[src/rtl/trap_ret_seq_if.sv]
// Decoder-to-sequencer bundle: decoded trap sources in, selected trap and WFI stall out.
interface trap_ret_seq_if;
    logic        EcallFaultM;
    logic        BreakpointFaultM;
    logic        IllegalInstrFaultM;
    logic        mretM;
    logic        sretM;
    logic        wfiM;
    logic [11:0] InterruptPendingM;
    logic        TrapM;
    logic        InterruptM;
    logic [3:0]  CauseM;
    logic        TrapToSM;
    logic        WFIStallM;

    modport master (
        output EcallFaultM, BreakpointFaultM, IllegalInstrFaultM,
        output mretM, sretM, wfiM, InterruptPendingM,
        input  TrapM, InterruptM, CauseM, TrapToSM, WFIStallM
    );

    modport slave (
        input  EcallFaultM, BreakpointFaultM, IllegalInstrFaultM,
        input  mretM, sretM, wfiM, InterruptPendingM,
        output TrapM, InterruptM, CauseM, TrapToSM, WFIStallM
    );
endinterface

[src/rtl/trap_ret_seq.sv]
// Privilege-state sequencer: trap selection and delegation, mstatus trap stack,
// mret/sret unwinding and the WFI sleep/timeout state machine.
module trap_ret_seq #(
    parameter bit S_SUPPORTED     = 1'b1,
    parameter bit U_SUPPORTED     = 1'b1,
    parameter int WFI_TIMEOUT_BIT = 16
) (
    input  logic        clk,
    input  logic        reset,
    input  logic        StallW,
    trap_ret_seq_if.slave dec,
    input  logic [15:0] MEDELEG,
    input  logic [11:0] MIDELEG,
    input  logic        STATUS_TW,
    input  logic        WriteMSTATUSM,
    input  logic [12:0] CSRWriteValM,
    output logic [1:0]  PrivilegeModeW,
    output logic        STATUS_MIE,
    output logic        STATUS_SIE,
    output logic        STATUS_MPIE,
    output logic        STATUS_SPIE,
    output logic        STATUS_SPP,
    output logic [1:0]  STATUS_MPP
);
    localparam logic [1:0] PRIV_U  = 2'b00;
    localparam logic [1:0] PRIV_S  = 2'b01;
    localparam logic [1:0] PRIV_M  = 2'b11;
    localparam logic [1:0] MPP_RET = U_SUPPORTED ? PRIV_U : PRIV_M;

    typedef enum logic {Run = 1'b0, Sleep = 1'b1} wfiState_t;

    wfiState_t                wfiState, wfiNext;
    logic [WFI_TIMEOUT_BIT:0] wfiCount;
    logic                     wfiTimeout, wfiStall;

    logic [11:0] intDeleg, intElig;
    logic [15:0] midelegExt;
    logic        enM, enS, intTaken;
    logic [3:0]  intCause;
    logic        trapM, interruptM, trapToSM, delegBit;
    logic [3:0]  causeM;
    logic [1:0]  wrMpp;
    logic        mppLegal;
    logic        unusedCsrBits;

    // Delegated interrupts are gated by the S-level enable and never fire from M.
    assign intDeleg = MIDELEG & {12{S_SUPPORTED}};
    assign enM      = (PrivilegeModeW != PRIV_M) | STATUS_MIE;
    assign enS      = (PrivilegeModeW == PRIV_U) | ((PrivilegeModeW == PRIV_S) & STATUS_SIE);
    assign intElig  = dec.InterruptPendingM & ((~intDeleg & {12{enM}}) | (intDeleg & {12{enS}}));

    // NOTE: every always_comb output gets a default first so no path can infer a latch.
    always_comb begin
        intTaken = 1'b1;
        intCause = 4'd0;
        if      (intElig[11]) intCause = 4'd11;
        else if (intElig[3])  intCause = 4'd3;
        else if (intElig[7])  intCause = 4'd7;
        else if (intElig[9])  intCause = 4'd9;
        else if (intElig[1])  intCause = 4'd1;
        else if (intElig[5])  intCause = 4'd5;
        else                  intTaken = 1'b0;
    end

    always_comb begin
        trapM      = 1'b1;
        interruptM = 1'b0;
        causeM     = 4'd0;
        if (intTaken) begin
            interruptM = 1'b1;
            causeM     = intCause;
        end else if (dec.BreakpointFaultM) begin
            causeM = 4'd3;
        end else if (dec.IllegalInstrFaultM | wfiTimeout) begin
            causeM = 4'd2;
        end else if (dec.EcallFaultM) begin
            causeM = {2'b10, PrivilegeModeW};
        end else begin
            trapM = 1'b0;
        end
    end

    assign midelegExt = {4'b0000, MIDELEG};
    assign delegBit   = interruptM ? midelegExt[causeM] : MEDELEG[causeM];
    assign trapToSM   = trapM & S_SUPPORTED & (PrivilegeModeW != PRIV_M) & delegBit;

    assign dec.TrapM      = trapM;
    assign dec.InterruptM = interruptM;
    assign dec.CauseM     = causeM;
    assign dec.TrapToSM   = trapToSM;
    assign dec.WFIStallM  = wfiStall;

    // An unimplemented MPP encoding in a CSR write leaves the field untouched.
    assign wrMpp    = CSRWriteValM[12:11];
    assign mppLegal = (wrMpp == PRIV_M) | ((wrMpp == PRIV_S) & S_SUPPORTED) |
                      ((wrMpp == PRIV_U) & U_SUPPORTED);
    assign unusedCsrBits = ^{CSRWriteValM[10:9], CSRWriteValM[6], CSRWriteValM[4],
                             CSRWriteValM[2], CSRWriteValM[0]};

    // NOTE: sequential state uses non-blocking assignments so every register samples pre-edge values.
    always_ff @(posedge clk or negedge reset) begin
        if (!reset) begin
            PrivilegeModeW <= PRIV_M;
            STATUS_MIE     <= 1'b0;
            STATUS_SIE     <= 1'b0;
            STATUS_MPIE    <= 1'b0;
            STATUS_SPIE    <= 1'b0;
            STATUS_SPP     <= 1'b0;
            STATUS_MPP     <= MPP_RET;
        end else if (!StallW) begin
            if (trapM & trapToSM) begin
                STATUS_SPP     <= PrivilegeModeW[0];
                STATUS_SPIE    <= STATUS_SIE;
                STATUS_SIE     <= 1'b0;
                PrivilegeModeW <= PRIV_S;
            end else if (trapM) begin
                STATUS_MPP     <= PrivilegeModeW;
                STATUS_MPIE    <= STATUS_MIE;
                STATUS_MIE     <= 1'b0;
                PrivilegeModeW <= PRIV_M;
            end else if (dec.mretM) begin
                PrivilegeModeW <= STATUS_MPP;
                STATUS_MIE     <= STATUS_MPIE;
                STATUS_MPIE    <= 1'b1;
                STATUS_MPP     <= MPP_RET;
            end else if (dec.sretM) begin
                PrivilegeModeW <= {1'b0, STATUS_SPP};
                STATUS_SIE     <= STATUS_SPIE;
                STATUS_SPIE    <= S_SUPPORTED;
                STATUS_SPP     <= 1'b0;
            end else if (WriteMSTATUSM) begin
                STATUS_MIE  <= CSRWriteValM[3];
                STATUS_SIE  <= CSRWriteValM[1] & S_SUPPORTED;
                STATUS_SPIE <= CSRWriteValM[5] & S_SUPPORTED;
                STATUS_MPIE <= CSRWriteValM[7];
                STATUS_SPP  <= CSRWriteValM[8] & S_SUPPORTED;
                if (mppLegal) STATUS_MPP <= wrMpp;
            end
        end
    end

    always_ff @(posedge clk or negedge reset) begin
        if (!reset)        wfiState <= Run;
        else if (!StallW)  wfiState <= wfiNext;
    end

    // Any pending interrupt wakes the core, even one that is not enabled to trap.
    always_comb begin
        wfiNext = wfiState;
        case (wfiState)
            Run:   if (dec.wfiM & ~trapM) wfiNext = Sleep;
            Sleep: if ((|dec.InterruptPendingM) | trapM) wfiNext = Run;
        endcase
    end

    always_comb begin
        wfiTimeout = 1'b0;
        if (wfiState == Sleep)
            wfiTimeout = wfiCount[WFI_TIMEOUT_BIT] & ~(|dec.InterruptPendingM) &
                         ((STATUS_TW & (PrivilegeModeW != PRIV_M)) |
                          (S_SUPPORTED & (PrivilegeModeW == PRIV_U)));
        wfiStall = (wfiState == Sleep) & ~wfiTimeout;
    end

    // Held at zero while running so each sleep starts counting from zero.
    always_ff @(posedge clk or negedge reset) begin
        if (!reset) begin
            wfiCount <= '0;
        end else if (!StallW) begin
            if (wfiState == Run)                  wfiCount <= '0;
            else if (!wfiCount[WFI_TIMEOUT_BIT])  wfiCount <= wfiCount + {{WFI_TIMEOUT_BIT{1'b0}}, 1'b1};
        end
    end
endmodule

[src/flat_wrapper.sv]
// flat-port wrapper written by rule: the top's interface ports become plain ports
module trap_ret_seq_flat 
#(
    parameter bit S_SUPPORTED     = 1'b1,
    parameter bit U_SUPPORTED     = 1'b1,
    parameter int WFI_TIMEOUT_BIT = 16
)
  (clk, reset, StallW, MEDELEG, MIDELEG, STATUS_TW, WriteMSTATUSM, CSRWriteValM, PrivilegeModeW, STATUS_MIE, STATUS_SIE, STATUS_MPIE, STATUS_SPIE, STATUS_SPP, STATUS_MPP, dec_EcallFaultM, dec_BreakpointFaultM, dec_IllegalInstrFaultM, dec_mretM, dec_sretM, dec_wfiM, dec_InterruptPendingM, dec_TrapM, dec_InterruptM, dec_CauseM, dec_TrapToSM, dec_WFIStallM);
  trap_ret_seq_if dec_i ();
  input  logic clk;
  input  logic reset;
  input  logic StallW;
  input  logic [15:0] MEDELEG;
  input  logic [11:0] MIDELEG;
  input  logic STATUS_TW;
  input  logic WriteMSTATUSM;
  input  logic [12:0] CSRWriteValM;
  output logic [1:0] PrivilegeModeW;
  output logic STATUS_MIE;
  output logic STATUS_SIE;
  output logic STATUS_MPIE;
  output logic STATUS_SPIE;
  output logic STATUS_SPP;
  output logic [1:0] STATUS_MPP;
  input wire logic [$bits(dec_i.EcallFaultM)-1:0] dec_EcallFaultM;
  input wire logic [$bits(dec_i.BreakpointFaultM)-1:0] dec_BreakpointFaultM;
  input wire logic [$bits(dec_i.IllegalInstrFaultM)-1:0] dec_IllegalInstrFaultM;
  input wire logic [$bits(dec_i.mretM)-1:0] dec_mretM;
  input wire logic [$bits(dec_i.sretM)-1:0] dec_sretM;
  input wire logic [$bits(dec_i.wfiM)-1:0] dec_wfiM;
  input wire logic [$bits(dec_i.InterruptPendingM)-1:0] dec_InterruptPendingM;
  output wire logic [$bits(dec_i.TrapM)-1:0] dec_TrapM;
  output wire logic [$bits(dec_i.InterruptM)-1:0] dec_InterruptM;
  output wire logic [$bits(dec_i.CauseM)-1:0] dec_CauseM;
  output wire logic [$bits(dec_i.TrapToSM)-1:0] dec_TrapToSM;
  output wire logic [$bits(dec_i.WFIStallM)-1:0] dec_WFIStallM;
  assign dec_i.EcallFaultM = dec_EcallFaultM;
  assign dec_i.BreakpointFaultM = dec_BreakpointFaultM;
  assign dec_i.IllegalInstrFaultM = dec_IllegalInstrFaultM;
  assign dec_i.mretM = dec_mretM;
  assign dec_i.sretM = dec_sretM;
  assign dec_i.wfiM = dec_wfiM;
  assign dec_i.InterruptPendingM = dec_InterruptPendingM;
  assign dec_TrapM = dec_i.TrapM;
  assign dec_InterruptM = dec_i.InterruptM;
  assign dec_CauseM = dec_i.CauseM;
  assign dec_TrapToSM = dec_i.TrapToSM;
  assign dec_WFIStallM = dec_i.WFIStallM;
  trap_ret_seq #(.S_SUPPORTED(S_SUPPORTED), .U_SUPPORTED(U_SUPPORTED), .WFI_TIMEOUT_BIT(WFI_TIMEOUT_BIT)) u_core (.clk(clk), .reset(reset), .StallW(StallW), .dec(dec_i), .MEDELEG(MEDELEG), .MIDELEG(MIDELEG), .STATUS_TW(STATUS_TW), .WriteMSTATUSM(WriteMSTATUSM), .CSRWriteValM(CSRWriteValM), .PrivilegeModeW(PrivilegeModeW), .STATUS_MIE(STATUS_MIE), .STATUS_SIE(STATUS_SIE), .STATUS_MPIE(STATUS_MPIE), .STATUS_SPIE(STATUS_SPIE), .STATUS_SPP(STATUS_SPP), .STATUS_MPP(STATUS_MPP));
endmodule
[config.mk]
export PLATFORM = sky130hd
export DESIGN_NAME = trap_ret_seq_flat
export DESIGN_NICKNAME = d
export VERILOG_FILES = /design/src/rtl/trap_ret_seq_if.sv /design/src/rtl/trap_ret_seq.sv /design/src/flat_wrapper.sv
export SDC_FILE = /design/constraint.sdc
export NUM_CORES = 1
export LEC_CHECK = 0
export CORE_ASPECT_RATIO = 1.4
export CORE_UTILIZATION = 40
export DETAILED_ROUTE_END_ITERATION = 8
export PLACE_DENSITY = 0.76
export SYNTH_ARGS = -nofsm -noshare
export SYNTH_HDL_FRONTEND = slang
export SYNTH_SLANG_ARGS = --single-unit
export TNS_END_PERCENT = 100
[constraint.sdc]
create_clock -name clk -period 3.1 [get_ports clk]
set_input_delay 0.62 -clock clk [delete_from_list [all_inputs] [get_ports clk]]
set_output_delay 0.62 -clock clk [all_outputs]
set_load 0.05 [all_outputs]
; ---- Yosys cells after proc, flatten, opt, wreduce, memory -nomap -nowiden
; Cells that the tools add are included.
[word_totals]
ff_bits = 27
in_bits = 64
output_inout_bits = 17
[classes]
addsub = 1
magnitude_cmp = 1
n_bitwise = 27
n_eq_ne = 8
muxes = 64
reduce_logical = 12
[ops]
columns = op, count
row1 = 1-bit 2-to-1 mux, 40
row2 = 12-bit bitwise AND, 3
row3 = 4-bit 2-to-1 mux, 9
row4 = 17-bit 2-to-1 mux, 2
row5 = 2-bit 2-to-1 mux, 9
row6 = 17-bit by 1-bit adder with 17-bit output (second input constant), 1
row7 = 12-bit NOT, 1
row8 = 12-bit bitwise OR, 1
row9 = 12-bit OR reduction, 1
row10 = 1-bit bitwise AND, 9
row11 = 3-bit nonzero test, 3
row12 = 1-bit binary-select mux with 4-bit select, 2
row13 = 4-bit AND reduction, 2
row14 = 1-bit bitwise OR, 7
row15 = 2-bit != test (second input constant), 3
row16 = 1-bit NOT, 6
row17 = 4-bit by 5-bit < comparator with 1-bit output (second input constant), 1
row18 = 5-bit AND reduction, 1
row19 = 2-bit by 1-bit == test with 1-bit output (second input constant), 2
row20 = 2-bit zero test, 2
row21 = 2-bit AND reduction, 2
row22 = 4-bit nonzero test, 1
row23 = 3-bit 2-to-1 mux, 1
row24 = 3-bit by 2-bit != test with 1-bit output (second input constant), 1
row25 = 3 further kinds, 3

; ---- Depth between registers and ports, before layout
; Gate-level depths: netlist of run 1.
[depth]
depth_word = 20
mapped_depth = 13

; ---- Worst setup path before layout of run 1
; Ideal clock, no wire load.
[synth_timing]
kind = register -> output
from = reg u_core.STATUS_MIE
to = out dec_TrapToSM
required_time_ns = 2.480
t_arrival_ns = 3.449
path_buffers = 0
path_stages_with_launch = 11
setup_slack_ns = -0.969
cell_sequence = dfrtp_1 > nand3b_2 > and2_1 > a222oi_1 > nand2_1 > o311a_4 > mux2i_1 > mux2_1 > o211a_4 > nor2_1 > inv_1
[synth_lines]
columns = item, line_no
row1 = "start, declared", trap_ret_seq.sv:18  ; output logic STATUS_MIE,
row2 = "start signal, assigned", trap_ret_seq.sv:132  ; STATUS_MIE <= CSRWriteValM[3];
row3 = 1-bit bitwise OR *, trap_ret_seq.sv:48  ; assign enM = (PrivilegeModeW != PRIV_M) | STATUS_MIE;
row4 = 12-bit bitwise AND *, trap_ret_seq.sv:50  ; assign intElig = dec.InterruptPendingM & ((~intDeleg & {12{enM}}) | (intDeleg & {12{enS}}));
row5 = 12-bit bitwise OR *, trap_ret_seq.sv:50
row6 = 12-bit bitwise AND *, trap_ret_seq.sv:50
row7 = 1-bit 2-to-1 mux, trap_ret_seq.sv:61  ; else if (intElig[5]) intCause = 4'd5;
row8 = 1-bit 2-to-1 mux, trap_ret_seq.sv:60  ; else if (intElig[1]) intCause = 4'd1;
row9 = 1-bit 2-to-1 mux, trap_ret_seq.sv:59  ; else if (intElig[9]) intCause = 4'd9;
row10 = 1-bit 2-to-1 mux, trap_ret_seq.sv:58  ; else if (intElig[7]) intCause = 4'd7;
row11 = 1-bit 2-to-1 mux, trap_ret_seq.sv:57  ; else if (intElig[3]) intCause = 4'd3;
row12 = 1-bit 2-to-1 mux *, trap_ret_seq.sv:56  ; if (intElig[11]) intCause = 4'd11;
row13 = 1-bit 2-to-1 mux *, trap_ret_seq.sv:69  ; if (intTaken) begin
row14 = net dec_InterruptM, flat_wrapper.sv:33  ; output wire logic [$bits(dec_i.InterruptM)-1:0] dec_InterruptM;
row15 = 1-bit 2-to-1 mux *, trap_ret_seq.sv:84  ; assign delegBit = interruptM ? midelegExt[causeM] : MEDELEG[causeM];
row16 = 1-bit bitwise AND *, trap_ret_seq.sv:85  ; assign trapToSM = trapM & S_SUPPORTED & (PrivilegeModeW != PRIV_M) & delegBit;
row17 = "end, declared", flat_wrapper.sv:35  ; output wire logic [$bits(dec_i.TrapToSM)-1:0] dec_TrapToSM;
; The timed path passes the listed nets; every way through them passes the cells marked *. The select of a mux whose other input is x is not followed.

; ---- Worst setup path in the final report of run 1
[layout_timing]
from = in dec_InterruptPendingM[5]
to = out dec_TrapToSM
[layout_via]
elab_chain_len = 13
[layout_rtl]
columns = item, line_no
row1 = "start, declared", flat_wrapper.sv:31  ; input wire logic [$bits(dec_i.InterruptPendingM)-1:0] dec_InterruptPendingM;
row2 = 12-bit OR reduction, trap_ret_seq.sv:159  ; wfiTimeout = wfiCount[WFI_TIMEOUT_BIT] & ~(|dec.InterruptPendingM) &
row3 = 1-bit NOT, trap_ret_seq.sv:159
row4 = 1-bit bitwise AND (2 in series), trap_ret_seq.sv:159
row5 = 1-bit 2-to-1 mux, trap_ret_seq.sv:158  ; if (wfiState == Sleep)
row6 = 1-bit bitwise OR, trap_ret_seq.sv:74  ; end else if (dec.IllegalInstrFaultM | wfiTimeout) begin
row7 = 4-bit 2-to-1 mux, trap_ret_seq.sv:74
row8 = 4-bit 2-to-1 mux, trap_ret_seq.sv:72  ; end else if (dec.BreakpointFaultM) begin
row9 = 4-bit 2-to-1 mux, trap_ret_seq.sv:69
row10 = 1-bit binary-select mux with 4-bit select, trap_ret_seq.sv:84
row11 = 1-bit 2-to-1 mux (implied by the code), trap_ret_seq.sv:84
row12 = 1-bit 2-to-1 mux, trap_ret_seq.sv:84
row13 = 1-bit bitwise AND *, trap_ret_seq.sv:85
; Mark *: on every way between the ends. The rest lies on a longest branch, timed or not. The select of a mux whose other input is x is not followed.

==> results of run 1 <==
-- cells in the mapped netlist (all sizes together) (2+ instances only) --
| library cell | count | share of area, % |
|---|---|---|
| nor2 | 28 | 5.1 |
| dfrtp | 25 | 30 |
| nand2 | 25 | 4.5 |
| o21ai | 22 | 5.3 |
| inv | 13 | 2.4 |
| a21oi | 12 | 2.9 |
| mux2i | 11 | 5.3 |
| clkbuf | 9 | 1.6 |
| nand3 | 9 | 2.2 |
| and2 | 8 | 2.4 |
| nor2b | 6 | 1.8 |
| nor3 | 6 | 1.5 |
| a22o | 5 | 2.1 |
| mux2 | 5 | 2.7 |
| nor4 | 5 | 2.5 |
| a21o | 4 | 1.5 |
| a31oi | 4 | 1.2 |
| and3 | 4 | 1.2 |
| nand4 | 4 | 1.2 |
| xor2 | 4 | 1.7 |
| a21boi | 3 | 1.1 |
| nand2b | 3 | 0.91 |
| or3 | 3 | 0.91 |
| xnor2 | 3 | 1.3 |
| a222oi | 2 | 0.97 |
| buf | 2 | 0.61 |
| dfstp | 2 | 2.5 |
| nand3b | 2 | 0.91 |
| nor3b | 2 | 0.73 |
| o2111ai | 2 | 0.85 |
| o211ai | 2 | 0.73 |
| o21bai | 2 | 0.73 |
| o31ai | 2 | 0.73 |
| o32ai | 2 | 0.85 |
| or4 | 2 | 0.73 |
-- cell families after synthesis --
logic type,count (synthesis),synth area share [%]
fa+ha+maj,1,0.606
compound gates,70,23.4
flops,27,32.9
xor+xnor,7,2.97
simple gates,109,27.5
mux,16,8.07
buf+inv,24,4.61
-- stage by stage --
step / hold WS (ps) / utilization [%] / area (um^2) / instances
detailed placement: 468 / 63.7 / 3130 / 417
global route: 543 / 68.0 / 3340 / 428
finish: 482 / 68.0 / 3340 / 428
floorplan: 324 / - / 2100 / 254
global placement: 461 / 63.7 / 3130 / 417
CTS: 483 / 66.1 / 3250 / 423
-- worst min-delay path by stage --
stage / startpoint / end / slack [ps] / depth (start not counted)
after floorplan: reset / u_core.STATUS_MIE$_DFFE_PN0P_ / 320 / 0
after global placement: u_core.wfiCount[7]$_DFFE_PN0P_ / u_core.wfiCount[7]$_DFFE_PN0P_ / 460 / 1
after detailed placement: u_core.wfiCount[7]$_DFFE_PN0P_ / u_core.wfiCount[7]$_DFFE_PN0P_ / 470 / 1
after CTS: u_core.wfiCount[7]$_DFFE_PN0P_ / u_core.wfiCount[7]$_DFFE_PN0P_ / 480 / 1
after global routing: u_core.wfiCount[8]$_DFFE_PN0P_ / u_core.wfiCount[8]$_DFFE_PN0P_ / 540 / 1
final: u_core.wfiCount[7]$_DFFE_PN0P_ / u_core.wfiCount[7]$_DFFE_PN0P_ / 480 / 1
-- state kept, by name, summed over array words and instances, names as in the netlist --
register	cells
u_core.STATUS_SPP	1
u_core.STATUS_SIE	1
u_core.STATUS_SPIE	1
u_core.STATUS_MPIE	1
u_core.STATUS_MIE	1
u_core.PrivilegeModeW	2
u_core.STATUS_MPP	2
u_core.wfiCount	17
u_core.wfiState	1
-- timing repair --
action                     4_1_cts  5_1_grt
pin swaps                        9       11
buffers inserted                 2        6
setup endpoints to repair       13       13
hold endpoints to repair         0        0
cloned                           0        0
gates resized for setup         16       17
hold buffers                     0        0
-- worst max-delay path: cells and delay by family --
kind,cells,cell delay [ps]
multiplexers,3,580
buffers and inverters,4,810
AND/OR/NAND/NOR,3,530
AO/OA/AOI/OAI,2,590
-- layout make-up --
class                           instances  area share [%]
Multi-Input combinational cell        203            41.9
Tap cell                               64            2.40
Inverter                               13            1.54
Clock buffer                            3            1.24
Timing Repair Buffer                  117            32.4
Clock inverter                          1           0.150
Sequential cell                        27            20.4
-- cells in the final DEF (no fill, tap or decap), drive strengths merged, types with 5 or more instances in the layout --
| cell | instances |
|---|---|
| a21oi | 12 |
| buf | 59 |
| nor4 | 5 |
| nor2 | 28 |
| inv | 13 |
| nor3 | 6 |
| mux2i | 11 |
| nand3 | 9 |
| nor2b | 6 |
| a22o | 5 |
| and2 | 8 |
| mux2 | 5 |
| o21ai | 22 |
| dfrtp | 25 |
| nand2 | 25 |
| clkdlybuf4s50 | 57 |
-- power groups by stage --
stage | combinational (uW) | sequential, uW | clock [uW]
floorplan | 523 | 559 | 0
global placement | 1130 | 434 | 0
detailed placement | 1130 | 434 | 0
CTS | 1200 | 430 | 202
global route | 1360 | 435 | 213
finish | 1280 | 430 | 194
-- layer usage --
metal | vias up | global-route usage (%) | wire length [um]
met5 | - | 0 | 0
met4 | 0 | 6.34 | 57
met3 | 4 | 1.83 | 278
met2 | 73 | 44.9 | 3320
met1 | 1051 | 24.1 | 2420
li1 | 1137 | - | -
==> impl_metrics.py, run 1 <==
metrics = {
    "status": {
        "status": "finished, violations left",
        "violations": "setup timing",
    },
    "final_layout": {
        "seqCellArea_um2": 683,
        "nNetsFinal": 430,
        "n_antenna_cell": 0,
        "area_delta_synth_final_pct": 62.0,
        "drive_gt1_share_pct": 26.6,
        "fillerInstances": 389,
        "multi_input_area_um2": 1400,
    },
    "power": {
        "comb_power_share_pct": 67.3,
        "p_sw_uw": 807,
        "peakVddDrop_mv": 0.362,
        "power_uw": 1910,
        "p_seq_share_pct": 22.5,
        "cellLeakagePower_uw": 0.00146,
        "power.density_nw_per_um2": 571,
        "power_frac_clock_pct": 10.2,
        "sw_frac_of_total_pct": 42.3,
        "p_int_uw": 1100,
    },
    "sta": {
        "slew_viol_final": 0,
        "grt_setup_unrepaired": "true",
        "min_period_over_period_pct": 122,
        "max_slew.worst_pin.slew_ps": 513,
        "final-setup-viol-count": 13,
        "max_slew_margin_pct": 65.7,
        "setup_ws_ps": -671,
        "final.setup_skew_ps": 2.19,
        "hold_viol_final": 0,
        "layout_min_cycle_time_ps": 3770,
        "max_freq_mhz": 265,
        "tns_ps": -2720,
    },
    "critical_path": {
        "crit_end": "dec_TrapToSM",
        "cpPeakStageDelay_ps": 430,
        "reg2regPathDepth": 13,
        "crit_chain": "clkdlybuf4s50_1 -> and2_4 -> a222oi_1 -> buf_4 -> and4_4 -> mux2i_1 -> mux2i_1 -> mux2_4 -> o211a_4 -> nor2_4 -> inv_4 -> buf_8",
        "critical_path_class": "in2out",
        "cp_common_cell": "mux2i_1",
        "arrival_ps": 3150,
        "start_kind": "primary input",
        "critPathMaxFanout": 5,
        "r2r_end": "u_core.STATUS_MIE$_DFFE_PN0P_",
        "critPathLaunch": "dec_InterruptPendingM[5]",
        "rrSetupSlack_ps": -440,
        "cp_slowest_cell": "clkdlybuf4s50_1",
        "reg2reg_from": "u_core.PrivilegeModeW[0]$_DFFE_PN1P_",
        "setup.worst_path.end_class": "primary output",
        "worstPathRequired_ps": 2480,
    },
    "die": {
        "io_pins": 81,
        "row_count": 30,
        "die_w_um": 62.7,
        "die_height_um": 87.0,
        "coreArea_um2": 4920,
        "die-area_um2": 5450,
        "start_util_pct": 42.0,
    },
    "drt": {
        "drcViolationCount": 0,
        "drtAntennaViolNets": 0,
        "drtIter0Drc": 149,
        "drt_pass1_iterations": 6,
        "avgViaCountPerCell": 5.29,
        "vias": 2265,
        "wl_per_cell_um": 14.2,
        "wl_um": 6070,
    },
    "cts": {
        "clock_sinks": 27,
        "cts-root-buf": "clkbuf_8",
        "cts_made_buffers": 3,
        "clkLatencyLatePin_ps": 270,
        "cts_tree": "done",
        "h-tree-depth": 1,
        "path_clk_slew_ps": 90,
        "cts_buffer_depth": 2,
    },
    "global_route": {
        "grt_pass1_wl_um": 9570,
        "grt_pass1_vias": 2114,
        "grt_max_degree": 28,
        "antenna_found_initial": 0,
        "grt_overflow": 0,
        "grt_usage_pct": 22.2,
    },
    "yosys": {
        "netlist_area_um2": 2060,
        "synth_edf_count": 0,
        "synth_cells": 254,
        "synth.avg_cell_area_um2": 8.12,
        "yosysWarningCount": 0,
        "ys_types": 53,
        "async_flop_share_pct": 100,
        "ys.flop_type": "dfrtp_1",
        "ys_seq_area_share_pct": 32.9,
        "ys_seq_elements": 27,
        "synth_nets": 319,
    },
    "place": {
        "post-dp-hpwl_um": 4690,
        "place.gp.congestion": 0.864,
        "preCtsSetupSlack_ps": -810,
        "io_buffers": 66,
    },
    "hold_path": {
        "min_path_type": "reg2reg",
    },
    "flow_run": {
        "drv_cap": 0,
    },
}
Note: power is estimated with default switching activity, not from simulation.
==> run 2: changes to the inputs <==
Settings changed: PLACE_DENSITY 0.76 to 0.73.
Clock period 3.1 ns to 3.9 ns, I/O delays scaled along.
==> run 2 against run 1 <==
The flow still finishes with violations (setup timing). Worst setup slack improved by 640 ps. Global-route usage is 0.084 points lower. Die area unchanged. Worst hold slack better by 15 ps. Via count decreased by 3.6%. Sequential cell count unchanged. Total power shrank 26%. First-iteration DRC count is 21% lower. Clock skew shrank 0.51 ps. Clock power shrank 22%. Register-to-register slack better by 810 ps. Largest cell class unchanged. Sequential share of layout area up 1.5 points.
==> impl_metrics.py, run 2 (synthesis gave the netlist of run 1 again) <==
metrics = {
    "status": {
        "status": "finished, violations left",
        "violations": "setup timing",
    },
    "critical_path": {
        "worstPathRequired_ps": 3120,
        "cp_common_cell": "mux2i_1",
        "critPathLaunch": "u_core.PrivilegeModeW[0]$_DFFE_PN1P_",
        "reg2regPathDepth": 12,
        "critical_path_class": "reg2out",
        "critPathMaxFanout": 6,
        "cp_slowest_cell": "dfstp_4",
        "r2r_end": "u_core.STATUS_MPIE$_DFFE_PN0P_",
        "path_buf_inv": 3,
        "path_delay_family": "flip-flops",
        "cpPeakStageDelay_ps": 660,
        "crit_chain": "and2b_4 -> o21ai_2 -> a222oi_1 -> buf_4 -> and4_4 -> mux2i_1 -> mux2i_1 -> mux2_4 -> o211a_4 -> nor2_4 -> inv_4 -> buf_8",
        "setup.worst_path.end_class": "primary output",
        "cp.depth": 12,
        "arrival_ps": 3150,
        "start_kind": "flip-flop",
        "reg2reg_from": "u_core.PrivilegeModeW[0]$_DFFE_PN1P_",
        "rrSetupSlack_ps": 370,
    },
    "power": {
        "cellLeakagePower_uw": 0.00137,
        "p_int_uw": 806,
        "p_sw_uw": 607,
        "peakVddDrop_mv": 0.241,
        "power_uw": 1410,
        "comb_power_share_pct": 64.7,
        "sw_frac_of_total_pct": 43.0,
        "power_frac_clock_pct": 10.8,
        "power.density_nw_per_um2": 453,
        "p_seq_share_pct": 24.5,
    },
    "sta": {
        "hold_viol_final": 0,
        "max_slew_margin_pct": 54.4,
        "slew_viol_final": 0,
        "final-setup-viol-count": 1,
        "final.setup_skew_ps": 1.67,
        "max_slew.worst_pin.slew_ps": 682,
        "grt_setup_unrepaired": "true",
        "max_freq_mhz": 254,
        "setup_ws_ps": -29.4,
        "layout_min_cycle_time_ps": 3930,
        "min_period_over_period_pct": 101,
    },
    "cts": {
        "cts-root-buf": "clkbuf_8",
        "cts_made_buffers": 3,
        "h-tree-depth": 1,
        "cts_buffer_depth": 2,
        "cts_tree": "done",
        "clkLatencyLatePin_ps": 260,
        "hold_buffers": 0,
        "path_clk_slew_ps": 90,
        "clock_sinks": 27,
    },
    "global_route": {
        "antenna_found_initial": 0,
        "grt_max_degree": 16,
        "grt_pass1_vias": 2129,
        "grt_overflow": 0,
        "grt_usage_pct": 22.1,
        "grt_pass1_wl_um": 9600,
    },
    "final_layout": {
        "final_common_cell": "clkdlybuf4s50_1",
        "fin_area_um2": 3120,
        "nNetsFinal": 409,
        "instances_no_fill": 407,
        "largest_register_ffs": 17,
        "drive_gt1_share_pct": 20.1,
        "area_delta_synth_final_pct": 51.2,
        "fillerInstances": 426,
        "top_regs": "u_core.wfiCount (17), u_core.PrivilegeModeW (2), u_core.STATUS_MPP (2)",
        "top_register": "u_core.wfiCount",
        "n_antenna_cell": 0,
        "final_cell_mix": "clkdlybuf4s50_1 (46), buf_4 (32), nor2_1 (27)",
    },
    "die": {
        "io_pins": 81,
        "die-area_um2": 5450,
        "die_w_um": 62.7,
        "die_height_um": 87.0,
        "row_count": 30,
        "coreArea_um2": 4920,
        "start_util_pct": 42.0,
    },
    "drt": {
        "avgViaCountPerCell": 5.37,
        "wl_um": 5870,
        "drcViolationCount": 0,
        "drt_pass1_iterations": 4,
        "drtAntennaViolNets": 0,
        "wl_per_cell_um": 14.4,
        "drtIter0Drc": 118,
        "vias": 2184,
    },
    "hold_path": {
        "hold_path_depth": 1,
        "holdCritStartpoint": "u_core.wfiCount[8]$_DFFE_PN0P_",
        "min_path_type": "reg2reg",
        "holdPathEnd": "u_core.wfiCount[8]$_DFFE_PN0P_",
    },
    "place": {
        "io_buffers": 66,
        "preCtsSetupSlack_ps": -287,
        "dpl-instance-area_um2": 3000,
        "dp_cells": 399,
        "post-dp-hpwl_um": 4640,
        "place.gp.congestion": 0.921,
    },
    "flow_run": {
        "drv_cap": 0,
    },
}
-- run 2: repair_timing --
item / in CTS / in global routing
endpoints found under the setup margin: 1 / 1
gates resized for setup: 32 / 3
setup buffers: 2 / 2
pin swaps: 10 / 6
-- run 2: how the worst max path moves through the flow --
stage               slack (ps)            to
finish                     -30  dec_TrapToSM
global route              -170  dec_TrapToSM
CTS                        -70  dec_TrapToSM
detailed placement        -290  dec_TrapToSM
global placement          -280  dec_TrapToSM
floorplan                  -30  dec_TrapToSM
-- run 2: per-stage QoR --
stage	hold WS [ps]	TNS [ps]	util, %
after floorplan	442	-31.2	-
after global placement	462	-575	61.0
after detailed placement	486	-584	61.0
after CTS	496	-71.1	62.8
after global routing	517	-174	63.5
final	498	-29.4	63.5
-- run 2: metal layers --
metal	vias to the layer above	share of wire (%)	global-route usage, %
li1	1100	-	-
met5	-	0	0
met2	63	52	42.4
met4	0	2.4	8.03
met3	13	4.5	2.88
met1	1008	42	24.6
-- run 2: cell type report --
type / count / area, um^2 / share of cell area (%)
clock buffer: 3 / 41.3 / 1.32
clock inverter: 1 / 5.00 / 0.160
inverter: 13 / 51.3 / 1.64
multi-input combinational: 203 / 1360 / 43.6
sequential: 27 / 683 / 21.9
tap: 64 / 80.1 / 2.57
timing repair buffer: 96 / 898 / 28.8
-- run 2: power groups by stage --
stage	registers, uW	clock network [uW]	logic, uW
global route	352	171	976
floorplan	444	0	415
detailed placement	351	0	850
CTS	346	159	896
finish	347	152	914
global placement	350	0	843
-- run 2: worst register-to-register path, cell delays in order, from the launching register on --
cell,delay [ps]
dfstp_4,660
and2b_4,220
o21ai_2,80
a222oi_1,350
buf_4,200
and4_4,280
mux2i_1,190
mux2i_1,90
mux2_4,280
o211a_4,240
buf_4,150
nor4_4,330
mux2_1,360
==> run 3: changes to the inputs <==
--- a/config.mk
+++ b/config.mk
@@ -6,8 +6,8 @@
 export NUM_CORES = 1
 export LEC_CHECK = 0
-export CORE_ASPECT_RATIO = 1.4
-export CORE_UTILIZATION = 40
+export CORE_ASPECT_RATIO = 0.7
+export CORE_UTILIZATION = 44
 export DETAILED_ROUTE_END_ITERATION = 8
-export PLACE_DENSITY = 0.73
+export PLACE_DENSITY = 0.8
 export SYNTH_ARGS = -nofsm -noshare
 export SYNTH_HDL_FRONTEND = slang
==> constraint.sdc (replaced) <==
create_clock -name clk -period 3.9 [get_ports clk]
set_input_delay 0.585 -clock clk [delete_from_list [all_inputs] [get_ports clk]]
set_output_delay 0.585 -clock clk [all_outputs]
set_load 0.05 [all_outputs]
==> run 3 against run 2 <==
Critical path depth up 1. Clock skew up 9.6 ps. Via count up 1.8%. The flow finishes with violations (DRC). Total power down 1.3%. Worst setup slack better by 57 ps. Final area down 2.5%. Largest cell class unchanged. Worst hold slack worse by 10 ps. Die area down 8.8%. Clock power up 7%. First-iteration DRC count up 69%. Final cell count down 3.2%.
==> impl_metrics.py, run 3 (synthesis gave the netlist of run 1 again) <==
metrics = {
    "die": {
        "die_height_um": 59.3,
        "coreArea_um2": 4430,
        "die_w_um": 83.8,
        "die-area_um2": 4970,
        "start_util_pct": 46.6,
        "io_pins": 81,
        "row_count": 20,
    },
    "final_layout": {
        "fin_area_um2": 3040,
        "n_antenna_cell": 0,
        "drive_gt1_share_pct": 16.5,
        "top_register": "u_core.wfiCount",
        "largest_register_ffs": 17,
        "top_regs": "u_core.wfiCount (17), u_core.PrivilegeModeW (2), u_core.STATUS_MPP (2)",
        "final_cell_mix": "clkdlybuf4s50_1 (62), nor2_1 (27), buf_4 (27)",
        "nNetsFinal": 405,
        "final_common_cell": "clkdlybuf4s50_1",
        "utilization_pct": 68.7,
        "area_delta_synth_final_pct": 47.4,
    },
    "cts": {
        "clkLatencyLatePin_ps": 280,
        "path_clk_slew_ps": 100,
        "cts_buffer_depth": 2,
        "cts_made_buffers": 3,
        "hold_buffers": 0,
        "cts-root-buf": "clkbuf_8",
        "h-tree-depth": 1,
        "clock_sinks": 27,
        "cts_tree": "done",
    },
    "power": {
        "power.density_nw_per_um2": 458,
        "peakVddDrop_mv": 0.274,
        "cellLeakagePower_uw": 0.00131,
    },
    "sta": {
        "setup_ws_ps": 27.4,
        "max_slew_margin_pct": 52.7,
        "grt_setup_unrepaired": "true",
        "min_period_over_period_pct": 99.3,
        "whs_ps": 488,
        "final.setup_skew_ps": 11.3,
        "max_slew.worst_pin.slew_ps": 707,
        "final-setup-viol-count": 0,
        "slew_viol_final": 0,
        "layout_min_cycle_time_ps": 3870,
        "max_freq_mhz": 258,
        "hold_viol_final": 0,
    },
    "global_route": {
        "grt_pass1_vias": 2008,
        "grt_usage_pct": 25.4,
        "grt_pass1_wl_um": 9820,
        "antenna_found_initial": 0,
        "grt_max_degree": 28,
        "grt_overflow": 0,
    },
    "drt": {
        "wl_um": 6050,
        "drtIter0Drc": 200,
        "vias": 2223,
        "avgViaCountPerCell": 5.64,
        "drcViolationCount": 2,
        "wl_per_cell_um": 15.4,
        "drtAntennaViolNets": 0,
        "drt_pass1_iterations": 7,
    },
    "status": {
        "status": "finished, violations left",
        "violations": "DRC",
    },
    "critical_path": {
        "worstPathRequired_ps": 3310,
        "setup.worst_path.end_class": "primary output",
        "critical_path_class": "reg2out",
        "critPathMaxFanout": 6,
        "reg2regPathDepth": 13,
        "arrival_ps": 3290,
        "start_kind": "flip-flop",
    },
    "place": {
        "place.gp.congestion": 0.926,
        "dpl-instance-area_um2": 2890,
        "preCtsSetupSlack_ps": 24.3,
        "io_buffers": 66,
        "post-dp-hpwl_um": 4600,
    },
    "flow_run": {
        "drv_cap": 0,
    },
    "hold_path": {
        "hold_path_depth": 1,
        "min_path_type": "reg2reg",
    },
}
==> run 3: cell count changes in the layout (fill, tap and decap cells not counted), sizes merged <==
cell	change
clkinv	-1
dlygate4sd2	-14
clkdlybuf4s50	+16
clkbuf	+1
buf	-6
==> run 3: final cells by class <==
cell class | count | area [um^2]
fill | 338 | 1390
sequential | 27 | 682
inverter | 13 | 48.8
multi-input combinational | 203 | 1340
clock buffer | 4 | 45.0
timing repair buffer | 92 | 857
tap | 55 | 68.8
==> run 3: worst paths after layout <==
path	to	slack [ps]	from
min	u_core.wfiCount[7]$_DFFE_PN0P_	490	u_core.wfiCount[7]$_DFFE_PN0P_
max reg2reg	u_core.STATUS_MIE$_DFFE_PN0P_	210	u_core.PrivilegeModeW[0]$_DFFE_PN1P_
min reg2reg	u_core.wfiCount[7]$_DFFE_PN0P_	490	u_core.wfiCount[7]$_DFFE_PN0P_
max in group asynchronous	u_core.PrivilegeModeW[1]$_DFFE_PN1P_	2920	reset
max	dec_TrapToSM	30	u_core.PrivilegeModeW[0]$_DFFE_PN1P_
min in group asynchronous	u_core.wfiCount[13]$_DFFE_PN0P_	660	reset
==> run 3: critical path: stages, from the launching register on <==
cell      delay, ps
dfstp_4         680
and2b_4         230
o21ai_2          90
a222oi_1        370
buf_4           190
buf_4           110
nand2_2          60
o311a_4         330
mux2i_1         130
mux2_4          290
o211a_4         260
nor2_4           90
inv_2            40
buf_6           140
==> run 3: report_power, final <==
group	switching, uW	total [uW]	internal (uW)
logic	493	884	390
clock network	89.1	162	73.4
registers	34.6	348	314
total	617	1390	777
==> run 3: metal layers <==
metal / vias to the layer above / global-route usage [%] / wire (um)
met5: - / 0 / 0
met4: 0 / 6.16 / 74
met3: 9 / 3.76 / 338
met2: 73 / 40.2 / 2740
met1: 1044 / 36.8 / 2900
li1: 1097 / - / -
==> run 3: metrics by stage <==
stage                     std cells  setup TNS, ps  total power (uW)
after global placement          383              0              1130
final                           394              0              1390
after floorplan                 254              0               837
after CTS                       389              0              1320
after global routing            394          -81.9              1470
after detailed placement        383              0              1140
==> run 3: timing repair <==
item	CTS	global route
pin swaps	2	6
hold endpoints to repair	0	0
setup buffers	2	5
cloned	0	0
resized for setup	2	20
endpoints found under the setup margin	1	3
